**src/rtl/tile_raster_tracker.sv**
```systemverilog
// Maps global VGA raster counts onto a 4x4 tile board using incremental trackers.
// Define TILE_SNAPSHOT_EN to read tile states from a frame-start board snapshot.
module tile_raster_tracker #(
  parameter logic [11:0] BOARD_X0  = 12'd100,
  parameter logic [11:0] BOARD_Y0  = 12'd20,
  parameter logic [11:0] TILE_SIZE = 12'd106,
  parameter logic [11:0] GAP       = 12'd8
) (
  input  logic        clk,
  input  logic        rst,
  input  logic [11:0] h_cnt,
  input  logic [11:0] v_cnt,
  input  logic [63:0] board_state,
  output logic [11:0] tile_h_cnt,
  output logic [11:0] tile_v_cnt,
  output logic [3:0]  tile_state,
  output logic [3:0]  tile_index,
  output logic        in_tile
);

  localparam logic [11:0] TILE_LAST = TILE_SIZE - 12'd1;
  localparam logic [11:0] GAP_LAST  = GAP - 12'd1;

  typedef enum logic [1:0] {H_IDLE, H_TILE, H_GAP} h_state_t;
  typedef enum logic [1:0] {V_IDLE, V_TILE, V_GAP} v_state_t;

  h_state_t    h_state, h_state_n, h_cur;
  logic [11:0] h_loc, h_loc_n, h_gcnt, h_gcnt_n;
  logic [1:0]  col, col_n;

  v_state_t    v_state, v_state_n, v_cur;
  logic [11:0] v_loc, v_loc_n, v_gcnt, v_gcnt_n;
  logic [1:0]  row, row_n;

  logic        in_n;
  logic [3:0]  idx_n;
  logic [63:0] state_src;

`ifdef TILE_SNAPSHOT_EN
  logic [63:0] snap, snap_n;
  assign snap_n    = (h_cnt == '0 && v_cnt == '0) ? board_state : snap;
  assign state_src = snap_n;
`else
  assign state_src = board_state;
`endif

  // Line start forces idle first; the entry check then runs on the forced state.
  always_comb begin
    h_state_n = h_state;
    h_loc_n   = h_loc;
    h_gcnt_n  = h_gcnt;
    col_n     = col;
    h_cur     = (h_cnt == '0) ? H_IDLE : h_state;
    case (h_cur)
      H_IDLE: begin
        h_state_n = H_IDLE;
        if (h_cnt == BOARD_X0) begin
          h_state_n = H_TILE;
          h_loc_n   = '0;
          col_n     = '0;
        end
      end
      H_TILE: begin
        if (h_loc == TILE_LAST) begin
          if (col == 2'd3) begin
            h_state_n = H_IDLE;
          end else begin
            h_state_n = H_GAP;
            h_gcnt_n  = '0;
          end
        end else begin
          h_loc_n = h_loc + 12'd1;
        end
      end
      H_GAP: begin
        if (h_gcnt == GAP_LAST) begin
          h_state_n = H_TILE;
          col_n     = col + 2'd1;
          h_loc_n   = '0;
        end else begin
          h_gcnt_n = h_gcnt + 12'd1;
        end
      end
      default: h_state_n = H_IDLE;
    endcase
  end

  // Vertical tracker advances once per line, on the h_cnt==0 clock.
  always_comb begin
    v_state_n = v_state;
    v_loc_n   = v_loc;
    v_gcnt_n  = v_gcnt;
    row_n     = row;
    v_cur     = (v_cnt == '0) ? V_IDLE : v_state;
    if (h_cnt == '0) begin
      case (v_cur)
        V_IDLE: begin
          v_state_n = V_IDLE;
          if (v_cnt == BOARD_Y0) begin
            v_state_n = V_TILE;
            v_loc_n   = '0;
            row_n     = '0;
          end
        end
        V_TILE: begin
          if (v_loc == TILE_LAST) begin
            if (row == 2'd3) begin
              v_state_n = V_IDLE;
            end else begin
              v_state_n = V_GAP;
              v_gcnt_n  = '0;
            end
          end else begin
            v_loc_n = v_loc + 12'd1;
          end
        end
        V_GAP: begin
          if (v_gcnt == GAP_LAST) begin
            v_state_n = V_TILE;
            row_n     = row + 2'd1;
            v_loc_n   = '0;
          end else begin
            v_gcnt_n = v_gcnt + 12'd1;
          end
        end
        default: v_state_n = V_IDLE;
      endcase
    end
  end

  assign in_n  = (h_state_n == H_TILE) && (v_state_n == V_TILE);
  assign idx_n = {row_n, col_n};

  always_ff @(posedge clk) begin
    if (rst) begin
      h_state    <= H_IDLE;
      h_loc      <= '0;
      h_gcnt     <= '0;
      col        <= '0;
      v_state    <= V_IDLE;
      v_loc      <= '0;
      v_gcnt     <= '0;
      row        <= '0;
      tile_h_cnt <= '0;
      tile_v_cnt <= '0;
      tile_state <= '0;
      tile_index <= '0;
      in_tile    <= 1'b0;
`ifdef TILE_SNAPSHOT_EN
      snap       <= '0;
`endif
    end else begin
      h_state    <= h_state_n;
      h_loc      <= h_loc_n;
      h_gcnt     <= h_gcnt_n;
      col        <= col_n;
      v_state    <= v_state_n;
      v_loc      <= v_loc_n;
      v_gcnt     <= v_gcnt_n;
      row        <= row_n;
      in_tile    <= in_n;
      tile_h_cnt <= in_n ? h_loc_n : '0;
      tile_v_cnt <= in_n ? v_loc_n : '0;
      tile_index <= in_n ? idx_n : '0;
      tile_state <= in_n ? state_src[{idx_n, 2'b00} +: 4] : '0;
`ifdef TILE_SNAPSHOT_EN
      snap       <= snap_n;
`endif
    end
  end

endmodule

```
**config.mk**
```make
export PLATFORM = sky130hd
export DESIGN_NAME = tile_raster_tracker
export DESIGN_NICKNAME = d
export VERILOG_FILES = /design/src/rtl/tile_raster_tracker.sv
export SDC_FILE = /design/constraint.sdc
export NUM_CORES = 1
export LEC_CHECK = 0
export CAP_MARGIN = 15
export CORE_ASPECT_RATIO = 0.5
export CORE_MARGIN = 4
export CORE_UTILIZATION = 49
export CTS_CLUSTER_SIZE = 10
export DETAILED_ROUTE_END_ITERATION = 16
export PLACE_DENSITY = 0.88
export SYNTH_ARGS = -nofsm -noshare
export SYNTH_HDL_FRONTEND = slang
export SYNTH_SLANG_ARGS = --single-unit
```
**constraint.sdc**
```tcl
create_clock -name clk -period 2.75 [get_ports clk]
set_input_delay 0.55 -clock clk [delete_from_list [all_inputs] [get_ports clk]]
set_output_delay 0.55 -clock clk [all_outputs]
set_load 0.02 [all_outputs]
```
==> results.txt, run 1 <==
TritonCTS built the clock tree. Clock tree synthesis inserted a total of 9 buffers. During synthesis, Yosys emitted a total of 0 warnings. Clock latency on the worst-skew pair, taken at its later pin, is 0.34 ns. The core region is 8920 um2.

Entering global routing, the biggest net connects 34 pins. The first-pass iteration count of the detailed router was 7. Dividing the detail-routed via count by the number of cells gives 5.77. The classification of the worst-slack hold path is reg2reg.

The run gives 38.9% as the register area share after synthesis. The maximum count of clock buffers along a single path was 2. STA classifies the critical path endpoint as a flip-flop. The first global-routing pass estimated 20900 um of wire. The data arrival time of the worst path was 3.10 ns; the count of different cell masters after synthesis was 57. STA puts the critical path data required time at 3.02 ns. For the worst flop-to-flop path, the logic depth is 9.

The die is 145 um wide. The logs give 660 for the total nets after synthesis and 0 for the count of endpoints failing hold in the final timing report. The tools report the minimum setup slack in the final design as -0.0772 ns. On the final layout, the worst hold slack is 0.538 ns. The logs give 0.828 for the final weighted congestion in routability-driven placement and 0 for the number of nets still failing antenna checks after routing. The worst pin sits at a relative slew slack of 65.5%. In the synthesized netlist the async set-or-reset flop fraction comes to 0%.

The number of cells after detailed placement was 819; the number of filler cells placed in the layout was 555. Area of the mapped netlist: 4580 um2. The total overflow left after global routing is 0. The via count of the first global-routing pass is 4655.

The path with the worst hold slack has its endpoint at h_gcnt[11]. The tools report the number of standard cells after synthesis as 562. At the end of the flow, the number of nets in the layout was 817.

The endpoint of the worst-slack reg-to-reg timing path is tile_state[2]. The initial antenna violation count is 0. Reported max-cap violation count: 0. 0 antenna diodes ended up in the layout.

Of the cells placed in the final design, the portion with a size suffix greater than 1 is 18.1%. Overall power consumption after layout is estimated at 2.71 mW. Setup slack on the worst reg-to-reg path comes out at 0.08 ns. The run gives 9220 um as the detailed placer's ending HPWL.

The worst register-to-register path begins at v_gcnt[0]. The final critical-path share of the clock period came out at 103%. Power spread over the standard cell area amounts to 399 nW/um2. Final critical-path required period: 2.83 ns. The wire length per cell after detailed routing is 16.9 um, and the maximum fanout encountered on the critical timing path is 24.

Clock skew on the completed layout was measured at 0.00452 ns. The cell at the root of the clock tree was clkbuf_16. The tools report the critical path launch point type as an input pin. The actual transition at the worst max-transition pin was 0.516 ns.

The number of vias in the routed layout is 4850, and the mean cell area of the mapped netlist is 8.16 um2. The register bit total from synthesis works out to 89. The clock tree synthesis step divided the H-tree into 3 levels. The worst setup path is of the in2reg kind. The finished layout holds 840 standard cells, fillers aside.

For this run, the leading register cell type out of synthesis is dfxtp_1. The max-slew violation total from the final report is 0. Port buffering added 122 buffers. Relative to the synthesized area, the layout overhead comes to 48.3%. After detailed routing, the number of remaining DRC violations is 0. After clock tree synthesis, the clock-pin slew on the worst setup and hold paths is 0.06 ns. The worst hold path was traced through 2 stages. The run finished, with violations left.

The tools report the total wire length after detailed routing as 14200 um. Combined global-route utilization of all metal layers: 23.0%. For this block, the initial DRC count from the detailed router was 323. In this run, synthesis inferred 0 flip-flops with an integrated enable. The number of sinks driven by the clock tree was 89; the floorplan die area was 11100 um2.

Number of rows in the core area: 24. IR analysis of the VDD net gives a maximum drop of 0.381 mV. Setup violations remaining at the end of the flow were counted as 27.

Number of top-level pins: 123. The die is 76.4 um tall. The final reports fail on negative setup slack.

In this run the static leakage power is 2.57 nW. The tools report the total negative slack as -1.14 ns. Setup repair after global routing could not meet its margin everywhere. For this configuration, the core starts out at a cell density of 51.4%. The tools report the beginning of the worst hold path as h_gcnt[11]. Static timing analysis puts the maximum clock frequency at 354 MHz. For the post-layout utilization of the core, the log shows 76.2%.
layout make-up:
cell class                 count  area (um2)  area share [%]
clock buffer                  12         256            3.77
clock inverter                 3        40.0           0.589
inverter                      12        45.0           0.662
multi-input combinational    434        2780            40.9
sequential                    89        1780            26.2
tap                          117         146            2.15
timing repair buffer         173        1750            25.7
power breakdown:
group	internal (mW)	switching, mW	leakage [nW]
registers	1.29	0.0000235	0.716
clock network	0.745	0.473	0.148
logic	0.136	0.0688	1.71
cells in the mapped netlist (2+ instances only):
cell type | n | area (um2)
and4_1 | 6 | 52.6
o31a_1 | 5 | 43.8
a22oi_1 | 10 | 75.1
a32oi_1 | 8 | 70.1
xor2_1 | 11 | 96.3
nor2_2 | 26 | 163
a31oi_1 | 5 | 31.3
nor4bb_1 | 2 | 20.0
nand2b_1 | 3 | 18.8
nand2_1 | 59 | 221
and4b_1 | 2 | 20.0
buf_4 | 3 | 22.5
and3b_1 | 2 | 17.5
inv_1 | 12 | 45.0
nor4_2 | 3 | 37.5
buf_2 | 9 | 45.0
a21oi_2 | 4 | 35.0
xnor2_1 | 12 | 105
and3_1 | 13 | 81.3
a21oi_1 | 36 | 180
nor2_1 | 79 | 297
o21ai_2 | 2 | 17.5
nor3b_1 | 6 | 45.0
nor4_1 | 10 | 62.6
dfxtp_1 | 89 | 1780
nand3_1 | 28 | 140
o22ai_1 | 6 | 37.5
o21a_1 | 4 | 30.0
mux2i_1 | 12 | 120
and2_1 | 5 | 31.3
o21ai_0 | 14 | 70.1
nor3_1 | 13 | 65.1
o21bai_1 | 4 | 30.0
clkbuf_1 | 11 | 41.3
ha_1 | 8 | 100
nor2b_1 | 5 | 31.3
buf_6 | 4 | 45.0
nand4_1 | 12 | 75.1
cells in the final DEF, fill, tap and decap left out, types with 12 or more instances in the layout:
cell	count
nand4_1	12
clkbuf_16	13
nor2_1	79
and3_1	13
nand2_1	58
dfxtp_1	89
nor3_1	12
a21oi_1	34
buf_4	42
clkdlybuf4s50_1	118
xnor2_1	12
nand3_1	26
inv_1	12
nor2_2	26
kinds of logic (layout without fill, tap and decap cells):
logic type / Yosys count / count (layout) / synth area share (%)
buffers and inverters: 39 / 200 / 4.34
flip-flops: 89 / 89 / 38.9
AND/OR/NAND/NOR: 284 / 284 / 32.2
multiplexers: 13 / 13 / 2.87
XOR/XNOR: 23 / 23 / 4.39
AO/OA/AOI/OAI: 106 / 106 / 15.2
adder cells (fa/ha/maj): 8 / 8 / 2.18
worst max-delay path by stage:
stage                           endpoint  slack, ns       from
after floorplan            tile_state[1]       0.28  h_cnt[11]
after global placement     tile_state[2]      -0.24  h_cnt[11]
after detailed placement        h_loc[3]      -0.37  h_cnt[11]
after CTS                 tile_h_cnt[11]      0.002  h_cnt[11]
after global routing      tile_h_cnt[11]      -0.14   h_cnt[7]
final                     tile_h_cnt[11]      -0.08   h_cnt[7]
metrics by stage:
step | setup slack, ns | cell area (um2)
2_1_floorplan | 0.281 | 4580
3_3_place_gp | -0.237 | 6200
3_5_place_dp | -0.366 | 6200
4_1_cts | 0.00188 | 6510
5_1_grt | -0.139 | 6800
6_report | -0.0772 | 6800
routing by layer:
metal	vias up	wire length, um	global-route usage (%)
li1	2309	-	-
met1	2219	5630	26.9
met2	263	6980	39.4
met3	59	1050	6.21
met4	0	500	9.50
met5	-	0	0
flip-flops by register name, summed over array words and instances (netlist names):
signal	cells
h_gcnt	12
h_loc	12
tile_h_cnt	12
tile_v_cnt	12
v_gcnt	12
v_loc	12
tile_index	4
tile_state	4
col	2
h_state	2
row	2
v_state	2
in_tile	1
worst max-delay path, cell delays in order:
cell and delay (ns):
clkdlybuf4s50_1 0.47, or4_4 0.58, nor3_4 0.19, a22oi_2 0.12, a21boi_1 0.16, o21a_1 0.22
nand2b_4 0.16, a211o_4 0.32, buf_12 0.18, nor2_2 0.13
what timing repair did:
item / CTS / global route
gates cloned: 0 / 4
pin swaps: 0 / 10
setup buffers: 0 / 2
hold buffers: 0 / 0
gates resized for setup: 2 / 37
endpoints found under the setup margin: 11 / 52
No activity file was read; power rests on OpenSTA's default activity.
==> run 2: changes to the inputs <==
CORE_ASPECT_RATIO = 0.75   (was 0.5)
REMOVE_ABC_BUFFERS = 1   (was unset)
==> run 2 against run 1 <==
The flow now finishes without violations. Clock skew rose by 0.0042 ns. First-iteration DRC count increased by 28%. Count of clock-buffer cells in the layout is the same. Non-clock buffer count rose by 7. Critical path depth unchanged. Register-to-register slack improved by 0.21 ns. Worst hold slack got worse by 0.0065 ns. Total power shrank 5.2%. Global-route usage up 0.14 points.
==> results.txt, run 2 (synthesized netlist as in run 1, its figures left out) <==
The flow ran to the end, and the final reports show no timing, DRC or antenna violations. The total wire length after detailed routing was 13500 um. The remaining global-route overflow is 0. The first TritonRoute pass finished after 5 iterations.

Pin placement for this block handled 123 I/O pins. Clock-pin slew was measured on the worst setup and hold paths at 0.06 ns. The run gives 0 as the antenna diode count. For this design the ratio of total power to cell area is 382 nW/um2. For the count of endpoints failing hold in the final timing report, the log shows 0. The starting utilization of the core area was 50.5%.

Setup slack on the worst reg-to-reg path comes out at 0.29 ns. The setup path with the least slack is of type in2reg. Combined global-route utilization of all metal layers: 23.1%. The worst register-to-register path ends at tile_v_cnt[3]. The tree is rooted in a clkbuf_16. The library cell used most frequently in the layout, excluding fill and tap cells, is clkdlybuf4s50_1. The post-detailed-placement cell area came out at 6280 um2. The maximum fanout encountered on the critical timing path is 6. The worst register-to-register path begins at h_gcnt[0]. Layout net count: 824. In the layout the commonest cells are clkdlybuf4s50_1, dfxtp_1, nor2_1, nand2_1, buf_4.

Between clock sinks in the finished design, the worst skew comes to 0.00869 ns. After detailed routing, the average wire length per cell comes to 15.7 um. For the finished layout, the period the worst path requires is 2.66 ns. Max-cap violations in this run came to 0. The tools report the end of the critical path as tile_v_cnt[3]. The signal on the critical path passes through clkdlybuf4s50_1 > or4_4 > nor3_4 > a22oi_2 > a21boi_1 > o21a_1 > nand2b_4 > a211o_4 > buf_4 > nor2_2. The run gives 0 as the max-slew violation total from the final report. Data arrives at the worst endpoint at 2.94 ns.

The worst-case IR drop observed on VDD is 0.305 mV. The run gives 0 as the number of hold buffers added after CTS. The detailed router placed 4805 vias in this run.

After floorplanning, the core was sized to cover 9080 um2. For the initial antenna violation count, the log shows 0. For the worst hold slack after final layout, the log shows 0.531 ns. The die width works out to 120 um. The logs give 376 MHz for the highest achievable clock rate and 6740 um2 for the area of all placed cells without fillers. The total negative slack is 0 ns, and the biggest cell delay along the critical path is 0.46 ns. The maximum count of clock buffers along a single path was 2. Number of sinks driven by the clock tree: 89. Startpoint of the worst setup timing path: h_cnt[11]. Of the cells placed in the final design, the portion with a size suffix greater than 1 is 17.4%. The slowest stage of the critical path is the or4_4 cell. Area growth from synthesis to final layout: 46.9%.

The number of buffers added on ports was 122; the actual transition at the worst max-transition pin was 0.454 ns. For the number of setup violations in the final report, the log shows 0. The worst hold path passes through 2 cells. The tightest min-delay check is of the reg2reg type. The number of cells on the worst reg-to-reg path was 10; the number of filler cells placed in the layout was 621.

In this run the remaining antenna-violating nets after routing total 0. Maximum number of pins on one net before global-route repair: 34. The vertical extent of the die is 91.8 um. The post-layout utilization of the core is 74.1%. For this design the static power due to leakage is 2.55 nW. Headroom to the max-slew limit came out at 69.6%. The run gives 1780 um2 as the sequential standard cell area. In this run the number of H-tree levels came out at 3. The via count of the first global-routing pass is 4708. STA puts the critical path data required time at 3.03 ns. In the finished design, the share of the clock period the worst path needs comes to 96.8%. Clock tree synthesis inserted a total of 9 buffers.

TritonCTS built the clock tree. The insertion delay to the later sink of the worst-skew pair is 0.35 ns, and the final weighted congestion in routability-driven placement is 0.885. Dividing the detail-routed via count by the number of cells gives 5.60.

Sort of element at the end of the critical path: a flip-flop. The critical path launch point type was an input pin. The initial detailed-routing violation count is 414, and the number of rows in the core area is 30.

Once detailed placement completed, the half-perimeter wirelength came to 9590 um. The residual DRC count was 0; the multi-input logic area was 2690 um2. The first global-routing pass estimated 21100 um of wire.

The die covers 11000 um2.
-- run 2: changes by cell type in the layout (fill, tap and decap cells not counted), sizes merged --
cell and delta:
buf +7, bufinv -1, clkdlybuf4s50 -1, clkinv +1, dlymetal6s2s +1
-- run 2: area by class of cell --
cell class,count,area share (%)
sequential,89,26.5
inverter,12,0.669
timing repair buffer,180,26.8
clock inverter,3,0.279
tap,128,2.38
clock buffer,12,3.51
multi-input combinational,434,40.0
-- run 2: worst min path at each step --
stage,from,to,slack [ns]
2_1_floorplan,h_gcnt[1],h_gcnt[1],0.48
3_3_place_gp,h_gcnt[1],h_gcnt[1],0.50
3_5_place_dp,v_gcnt[11],v_gcnt[11],0.51
4_1_cts,v_gcnt[11],v_gcnt[11],0.53
5_1_grt,v_gcnt[11],v_gcnt[11],0.57
6_report,v_gcnt[11],v_gcnt[11],0.53
-- run 2: through the flow --
stage	setup slack, ns	instances	power (mW)
after floorplan	-0.110	535	1.35
after global placement	-0.275	839	1.50
after detailed placement	-0.338	839	1.51
after CTS	0.00403	854	2.59
after global routing	-0.0589	858	2.65
final	0.0894	858	2.57
-- run 2: routing by layer --
layer	vias up	part of all wire, %	track usage (%)
li1	2316	-	-
met1	2236	41	27.0
met2	221	49	40.5
met3	32	7.1	6.23
met4	0	2.5	8.87
met5	-	0	0
-- run 2: repair_timing --
action | 4_1_cts | 5_1_grt
gates resized for setup | 0 | 25
buffers inserted | 0 | 0
setup endpoints to repair | 0 | 45
-- run 2: critical path: cells and delay by family --
family	cells	cell delay [ns]
buffers and inverters	2	0.62
AO/OA/AOI/OAI	4	0.80
AND/OR/NAND/NOR	4	0.96
-- run 2: power breakdown --
part / switching, mW / total [mW] / internal (mW) / leakage (nW)
registers: 0.0000246 / 1.29 / 1.29 / 0.716
logic: 0.0620 / 0.196 / 0.134 / 1.71
clock network: 0.480 / 1.09 / 0.606 / 0.126
total: 0.542 / 2.57 / 2.03 / 2.55
